$ cat src/rtl/rcpu_uart_tx_if.sv
// RCPU memory-bus responder interface: the CPU drives address/data/strobe,
// and the peripheral answers with read data and a window-select flag.
interface rcpu_uart_tx_if;
    logic [15:0] addr;
    logic [15:0] wdata;
    logic        we;
    logic [15:0] rdata;
    logic        sel;

    modport master (output addr, output wdata, output we, input rdata, input sel);
    modport slave  (input addr, input wdata, input we, output rdata, output sel);
endinterface

$ cat src/rtl/rcpu_uart_tx.sv
// Memory-mapped 8N1 UART transmitter: a four-register window feeds a
// circular transmit FIFO that a start/data/stop serializer drains onto o_tx.
module rcpu_uart_tx #(
    parameter logic [15:0] BASE      = 16'hD000,
    parameter int          DEPTH     = 8,
    parameter logic [15:0] DIV_RESET = 16'd103
) (
    input  logic            i_clk,
    input  logic            i_rst,
    rcpu_uart_tx_if.slave   bus,
    output logic            o_tx,
    output logic            o_irq
);

    localparam int AW = (DEPTH > 1) ? $clog2(DEPTH) : 1;
    localparam int CW = AW + 1;

    typedef enum logic [1:0] {
        S_IDLE  = 2'd0,
        S_START = 2'd1,
        S_DATA  = 2'd2,
        S_STOP  = 2'd3
    } state_t;

    state_t          r_state;
    state_t          w_state_next;
    logic [7:0]      r_mem [DEPTH];
    logic [AW-1:0]   r_wr_ptr;
    logic [AW-1:0]   r_rd_ptr;
    logic [CW-1:0]   r_count;
    logic            r_overflow;
    logic [15:0]     r_divisor;
    logic            r_enable;
    logic [7:0]      r_shift;
    logic [2:0]      r_bit_idx;
    logic [15:0]     r_reload;
    logic [15:0]     r_timer;
    logic            r_tx;
    logic            r_irq;
    logic            r_busy;

    logic            w_sel;
    logic [1:0]      w_off;
    logic            w_wr_tx;
    logic            w_wr_st;
    logic            w_wr_div;
    logic            w_wr_ctl;
    logic            w_empty;
    logic            w_full;
    logic            w_push_ok;
    logic            w_pop;
    logic            w_can_pop;
    logic            w_tick;
    logic [7:0]      w_head;
    logic [7:0]      w_shift_next;
    logic [2:0]      w_bit_next;
    logic [15:0]     w_reload_next;
    logic [15:0]     w_timer_next;
    logic            w_tx_next;
    logic [3:0]      w_cnt4;
    logic [15:0]     w_rdata;

    always_comb begin
        w_sel     = (bus.addr[15:2] == BASE[15:2]);
        w_off     = bus.addr[1:0];
        w_wr_tx   = w_sel && bus.we && (w_off == 2'd0);
        w_wr_st   = w_sel && bus.we && (w_off == 2'd1);
        w_wr_div  = w_sel && bus.we && (w_off == 2'd2);
        w_wr_ctl  = w_sel && bus.we && (w_off == 2'd3);
        w_empty   = (r_count == CW'(0));
        w_full    = (r_count == CW'(DEPTH));
        // Fullness is judged on pre-edge state, so a same-edge pop never frees a slot.
        w_push_ok = w_wr_tx && !w_full;
        w_head    = r_mem[r_rd_ptr];
        w_tick    = (r_timer == 16'd0);
        w_can_pop = r_enable && !w_empty;
        w_cnt4    = 4'(r_count);
    end

    always_comb begin
        w_state_next  = r_state;
        w_pop         = 1'b0;
        w_timer_next  = r_timer;
        w_shift_next  = r_shift;
        w_bit_next    = r_bit_idx;
        w_reload_next = r_reload;
        case (r_state)
            S_IDLE: begin
                if (w_can_pop) begin
                    w_pop         = 1'b1;
                    w_reload_next = r_divisor;
                    w_timer_next  = r_divisor;
                    w_shift_next  = w_head;
                    w_state_next  = S_START;
                end else begin
                    w_state_next  = S_IDLE;
                end
            end
            S_START: begin
                if (w_tick) begin
                    w_state_next = S_DATA;
                    w_bit_next   = 3'd0;
                    w_timer_next = r_reload;
                end else begin
                    w_timer_next = r_timer - 16'd1;
                end
            end
            S_DATA: begin
                if (w_tick) begin
                    w_timer_next = r_reload;
                    w_shift_next = {1'b0, r_shift[7:1]};
                    if (r_bit_idx == 3'd7) begin
                        w_state_next = S_STOP;
                    end else begin
                        w_bit_next   = r_bit_idx + 3'd1;
                    end
                end else begin
                    w_timer_next = r_timer - 16'd1;
                end
            end
            S_STOP: begin
                if (w_tick) begin
                    // Chain straight into the next start bit when more data waits.
                    if (w_can_pop) begin
                        w_pop         = 1'b1;
                        w_reload_next = r_divisor;
                        w_timer_next  = r_divisor;
                        w_shift_next  = w_head;
                        w_state_next  = S_START;
                    end else begin
                        w_timer_next  = 16'd0;
                        w_state_next  = S_IDLE;
                    end
                end else begin
                    w_timer_next = r_timer - 16'd1;
                end
            end
            default: begin
                w_state_next = S_IDLE;
            end
        endcase

        case (w_state_next)
            S_START: w_tx_next = 1'b0;
            S_DATA:  w_tx_next = w_shift_next[0];
            default: w_tx_next = 1'b1;
        endcase
    end

    always_ff @(posedge i_clk or posedge i_rst) begin
        if (i_rst) begin
            r_state <= S_IDLE;
        end else begin
            r_state <= w_state_next;
        end
    end

    always_ff @(posedge i_clk or posedge i_rst) begin
        if (i_rst) begin
            r_shift   <= 8'h00;
            r_bit_idx <= 3'd0;
            r_reload  <= 16'd0;
            r_timer   <= 16'd0;
            r_tx      <= 1'b1;
            r_irq     <= 1'b0;
            r_busy    <= 1'b0;
        end else begin
            r_shift   <= w_shift_next;
            r_bit_idx <= w_bit_next;
            r_reload  <= w_reload_next;
            r_timer   <= w_timer_next;
            r_tx      <= w_tx_next;
            r_irq     <= (r_state == S_IDLE) && w_empty;
            r_busy    <= (r_state != S_IDLE);
        end
    end

    always_ff @(posedge i_clk or posedge i_rst) begin
        if (i_rst) begin
            for (int i = 0; i < DEPTH; i++) begin
                r_mem[i] <= 8'h00;
            end
            r_wr_ptr <= '0;
            r_rd_ptr <= '0;
            r_count  <= '0;
        end else begin
            if (w_push_ok) begin
                r_mem[r_wr_ptr] <= bus.wdata[7:0];
                r_wr_ptr        <= r_wr_ptr + AW'(1);
            end
            if (w_pop) begin
                r_rd_ptr <= r_rd_ptr + AW'(1);
            end
            case ({w_push_ok, w_pop})
                2'b10:   r_count <= r_count + CW'(1);
                2'b01:   r_count <= r_count - CW'(1);
                default: r_count <= r_count;
            endcase
        end
    end

    always_ff @(posedge i_clk or posedge i_rst) begin
        if (i_rst) begin
            r_overflow <= 1'b0;
            r_divisor  <= DIV_RESET;
            r_enable   <= 1'b1;
        end else begin
            if (w_wr_tx && w_full) begin
                r_overflow <= 1'b1;
            end else if (w_wr_st && bus.wdata[3]) begin
                r_overflow <= 1'b0;
            end
            if (w_wr_div) begin
                r_divisor <= bus.wdata;
            end
            if (w_wr_ctl) begin
                r_enable <= bus.wdata[0];
            end
        end
    end

    always_comb begin
        w_rdata = 16'h0000;
        if (w_sel) begin
            case (w_off)
                2'd1:    w_rdata = {4'h0, w_cnt4, 4'h0, r_overflow, r_busy, w_full, w_empty};
                2'd2:    w_rdata = r_divisor;
                2'd3:    w_rdata = {15'h0000, r_enable};
                default: w_rdata = 16'h0000;
            endcase
        end else begin
            w_rdata = 16'h0000;
        end
        bus.rdata = w_rdata;
        bus.sel   = w_sel;
    end

    assign o_tx  = r_tx;
    assign o_irq = r_irq;

endmodule
$ cat src/flat_wrapper.sv
// flat-port wrapper written by rule: the top's interface ports become plain ports
module rcpu_uart_tx_flat 
#(
    parameter logic [15:0] BASE      = 16'hD000,
    parameter int          DEPTH     = 8,
    parameter logic [15:0] DIV_RESET = 16'd103
)
  (i_clk, i_rst, o_tx, o_irq, bus_addr, bus_wdata, bus_we, bus_rdata, bus_sel);
  rcpu_uart_tx_if bus_i ();
  input  logic i_clk;
  input  logic i_rst;
  output logic o_tx;
  output logic o_irq;
  input wire logic [$bits(bus_i.addr)-1:0] bus_addr;
  input wire logic [$bits(bus_i.wdata)-1:0] bus_wdata;
  input wire logic [$bits(bus_i.we)-1:0] bus_we;
  output wire logic [$bits(bus_i.rdata)-1:0] bus_rdata;
  output wire logic [$bits(bus_i.sel)-1:0] bus_sel;
  assign bus_i.addr = bus_addr;
  assign bus_i.wdata = bus_wdata;
  assign bus_i.we = bus_we;
  assign bus_rdata = bus_i.rdata;
  assign bus_sel = bus_i.sel;
  rcpu_uart_tx #(.BASE(BASE), .DEPTH(DEPTH), .DIV_RESET(DIV_RESET)) u_core (.i_clk(i_clk), .i_rst(i_rst), .bus(bus_i), .o_tx(o_tx), .o_irq(o_irq));
endmodule
$ cat config.mk
export PLATFORM = sky130hd
export DESIGN_NAME = rcpu_uart_tx_flat
export DESIGN_NICKNAME = d
export VERILOG_FILES = /design/src/rtl/rcpu_uart_tx_if.sv /design/src/rtl/rcpu_uart_tx.sv /design/src/flat_wrapper.sv
export SDC_FILE = /design/constraint.sdc
export NUM_CORES = 1
export LEC_CHECK = 0
export ABC_AREA = 1
export CORE_MARGIN = 4
export CORE_UTILIZATION = 61
export CTS_BUF_LIST = sky130_fd_sc_hd__clkbuf_2 sky130_fd_sc_hd__clkbuf_4 sky130_fd_sc_hd__clkbuf_8
export DETAILED_ROUTE_END_ITERATION = 10
export GPL_TIMING_DRIVEN = 0
export PLACE_DENSITY_LB_ADDON = 0.05
export SLEW_MARGIN = 20
export SYNTH_ARGS = -nofsm -noshare
export SYNTH_HDL_FRONTEND = slang
export SYNTH_SLANG_ARGS = --single-unit
$ cat constraint.sdc
create_clock -name i_clk -period 6.22 [get_ports i_clk]
set_input_delay 1.866 -clock i_clk [delete_from_list [all_inputs] [get_ports i_clk]]
set_output_delay 1.866 -clock i_clk [all_outputs]
set_load 0.005 [all_outputs]
==> results by group <==
Placed design
  – DP HPWL: between 15 and 20 mm
  – Pre-CTS setup slack: 0.268 ns
  – Final GP Congestion: approximately 0.9
  – Number of port buffers: 53
  – Cell Area, Placed: around 8300 µm²

Routing
  – Final wirelength: between 20 and 25 mm
  – DR DRC count: 0
  – Routed Antenna Nets: 0
  – TritonRoute pass-1 iters: 5
  – 1st-iter DRT viols: about 700
  – Vias per inst: between 5 and 6
  – DR WL/cell: between 15 and 20 µm
  – Routed vias: 7175

Timing
  – Final Hold Vio Count: 0
  – Setup Skew: approximately 0.014 ns
  – Slew @ Worst Pin: just over 0.8 ns
  – Final Cycle Share: 0.961
  – Endpoints failing setup: 0
  – Final setup margin: between 0.2 and 0.25 ns
  – RSZ-0062 raised after global routing: no
  – Shortest period the worst path allows: around 6 ns
  – Setup TNS: 0 ns
  – Hold_ws: approximately 0.48 ns
  – Pins Over Slew Limit: 0
  – F_max: 0.167 GHz
  – Slew headroom: 0.451

Final layout
  – Antenna Cells: 0
  – Design Area, Final: 8720 µm²
  – Share of cells above drive strength 1: 0.0511
  – Nets: about 1100
  – Synth-to-Final Area Change: 15.5%

GRT
  – Grt total ovfl: 0
  – Tot GR Track Use: 0.303
  – Global-route met3 utilization: 0.0541
  – Top Usage Layer GRT: met2
  – Global-route wire length before repair: 34.2 mm
  – Number of antenna violations at the first check in global routing: 0
  – Vias in the first global route: approximately 6600
  – Grt met1 use: 0.411
  – Largest net degree at the start of global routing: 93
  – Grt met2 use: 0.490

Setup path
  – Worst path buffer plus inverter count: 4
  – CP max stage delay: 0.56 ns
  – Worst path required time: around 4.4 ns
  – Crit. Startpoint: bus_addr[1]
  – Critical path class: in -> out
  – Most used cell along the critical path: clkdlybuf4s50_1
  – Worst Setup Start Kind: primary input
  – Max FO, Critical Path: 10
  – Reg2Reg Capture Point: u_core.r_count[3]$_DFFE_PP0P_
  – Setup crit end kind: output port
  – Reg-to-reg startpoint: u_core.r_count[0]$_DFFE_PP0P_
  – Critical path depth: 7
  – CP endpoint: bus_rdata[11]
  – Arrival @ worst endpoint: around 4 ns
  – R2r setup slk: 2.82 ns
  – Worst R2R Path Depth: 13
  – CP Cell Sequence: clkdlybuf4s50_1 -> inv_1 -> nor2_1 -> clkbuf_1 -> nand2_1 -> a21oi_1 -> clkdlybuf4s50_1
  – CP max-delay cell: clkdlybuf4s50_1
  – CP delay by family, top: buffers and inverters

Synth
  – Synth Flop Type: dfrtp_1
  – Post-synth top cells: 296 x nand2_1, 164 x o21ai_0, 133 x dfrtp_1, 104 x nor2_1, 78 x nand3_1
  – Ranking of synthesized cells by area: dfrtp_1 44%, nand2_1 15%, o21ai_0 11%
  – Main combinational cell family by area after synthesis: simple AND/OR/NAND/NOR gates
  – Most common cell in the netlist: nand2_1
  – Seq/Total Area, Yosys: 0.465
  – Netlist cell types: 26
  – Post-Syn Nets: between 1000 and 1500
  – Compound-Gate Fraction of Synth Area: 0.156
  – Post-Syn Instances: roughly 1000
  – Ys async rst share: 1.00
  – Synthesized cell area: between 7000 and 8000 µm²
  – Synthesis-stage register bit count: 140
  – Mapped Avg Cell Area: 7.46 µm²
  – Synth top area share: 0.441
  – Warnings, synthesis: 0
  – Mux cell area share after synthesis: 0.00149
  – Simple-gate area share of the yosys netlist: 0.272
  – Yosys top cell by area: dfrtp_1
  – XOR/XNOR share of the synthesized area: 0.0162
  – Adder-Cell Fraction of Synth Area: 0.0232
  – Post-synth EDFFs: 0

Power and ir drop
  – Overall power: about 1.7 mW
  – Worst vdd ir: 0.153 mV
  – Leakage power: ~4.0 nW
  – Seq pwr share: 0.532
  – Internal: roughly 1.3 mW
  – Clock Power Share: 0.432
  – Power Dens Cells: around 200 nW/µm²
  – Switching power total: 0.375 mW
  – Switching portion of total power: 0.220
  – Comb power frac: 0.035

CTS
  – CTS max path bufs: 2
  – Post-CTS Resized: 0
  – Setup bufs post-CTS: 0
  – CTS Sinks: 140
  – H-tree levels: 4
  – CTS tree: built
  – Hold bufs inserted after CTS: 0
  – Root buffer cell: clkbuf_8
  – CTS Buf Count: 17
  – Clock latency on the worst-skew pair: ~0.45 ns
  – Clock slew at reported path FFs: around 0.070 ns

Floorplanning
  – Die area: 14200 µm²
  – Die W: roughly 120 µm
  – Die Ht: 119 µm
  – Core area: about 12000 µm²
  – Starting Density: 0.626
  – IO Count: 54
  – Num rows: 40

Flow run
  – Max Cap Viol: 0

Worst hold path
  – Worst hold-check path type: reg -> reg

Outcome
  – Run status: finished, final reports clean
==> state kept, by name, indices dropped and copies added, names as in the netlist, 2 cells and up <==
name              cells
u_core.r_shift        8
u_core.r_divisor     16
u_core.r_wr_ptr       3
u_core.r_rd_ptr       3
u_core.r_mem         64
u_core.r_reload      16
u_core.r_state        2
u_core.r_count        4
u_core.r_bit_idx      3
u_core.r_timer       16
==> worst min path at each step <==
stage                                           startpoint  cells past startpoint                          endpoint
after global routing       u_core.r_reload[13]$_DFFE_PP0P_                      2   u_core.r_reload[13]$_DFFE_PP0P_
after floorplan           u_core.r_divisor[12]$_DFFE_PP0P_                      2  u_core.r_divisor[12]$_DFFE_PP0P_
final                     u_core.r_divisor[12]$_DFFE_PP0P_                      2  u_core.r_divisor[12]$_DFFE_PP0P_
after detailed placement  u_core.r_divisor[12]$_DFFE_PP0P_                      2  u_core.r_divisor[12]$_DFFE_PP0P_
after global placement    u_core.r_divisor[12]$_DFFE_PP0P_                      2  u_core.r_divisor[12]$_DFFE_PP0P_
after CTS                 u_core.r_divisor[12]$_DFFE_PP0P_                      2  u_core.r_divisor[12]$_DFFE_PP0P_
==> cell usage in the layout (no fill, tap or decap), types with 2 or more instances in the layout <==
master           instances
inv_1                   67
clkinvlp_4               3
xnor2_1                  4
buf_6                    8
nor4_1                   2
o211ai_1                22
xor2_1                  10
o21ai_0                164
clkbuf_4                 4
nand2_1                296
clkbuf_1                34
nor3_1                  13
or2_2                    5
dfrtp_1                133
bufinv_16                2
o21ai_1                  2
nand3_1                 78
nor2_1                 104
dfstp_2                  7
clkinv_1                 3
ha_1                    14
buf_2                    2
clkbuf_8                20
nand4_1                  5
a21oi_1                 33
clkdlybuf4s50_1         53
==> cell families after synthesis <==
family / count (synthesis)
buf+inv: 115
compound gates: 223
fa+ha+maj: 14
flops: 140
mux: 1
simple gates: 505
xor+xnor: 14
==> power by group through the flow <==
stage | combinational [mW] | sequential [mW] | clock (mW)
2_1_floorplan | 0.0234 | 0.928 | 0
3_3_place_gp | 0.0580 | 0.928 | 0
4_1_cts | 0.0613 | 0.910 | 0.748
5_1_grt | 0.0670 | 0.910 | 0.780
6_report | 0.0603 | 0.910 | 0.739
3_5_place_dp | 0.0612 | 0.928 | 0
==> tightest hold or removal path, stage by stage, from the launching register on <==
cell and delay [ns]:
dfrtp_1 0.35, nand2_1 0.05, nand2_1 0.04
==> layer usage <==
metal	wire, µm	vias up
li1	-	3471
met1	8920	3396
met2	10100	266
met3	1330	42
met4	522	0
met5	0	-
==> area by class of cell <==
type | count | area (µm²)
multi-input cells | 757 | 3540
flip-flops and latches | 140 | 3510
fillers | 980 | 3350
repair buffers | 54 | 558
clock buffers | 24 | 305
inverters | 71 | 274
plain buffers | 44 | 228
well taps | 168 | 210
clock inverters | 6 | 87.6
==> per-stage QoR <==
stage / utilization / instances
after floorplan: - / 1012
after global placement: 0.687 / 1233
after detailed placement: 0.690 / 1234
after CTS: 0.723 / 1264
after global routing: 0.723 / 1264
final: 0.723 / 1264
(Power assumes the default switching activity.)
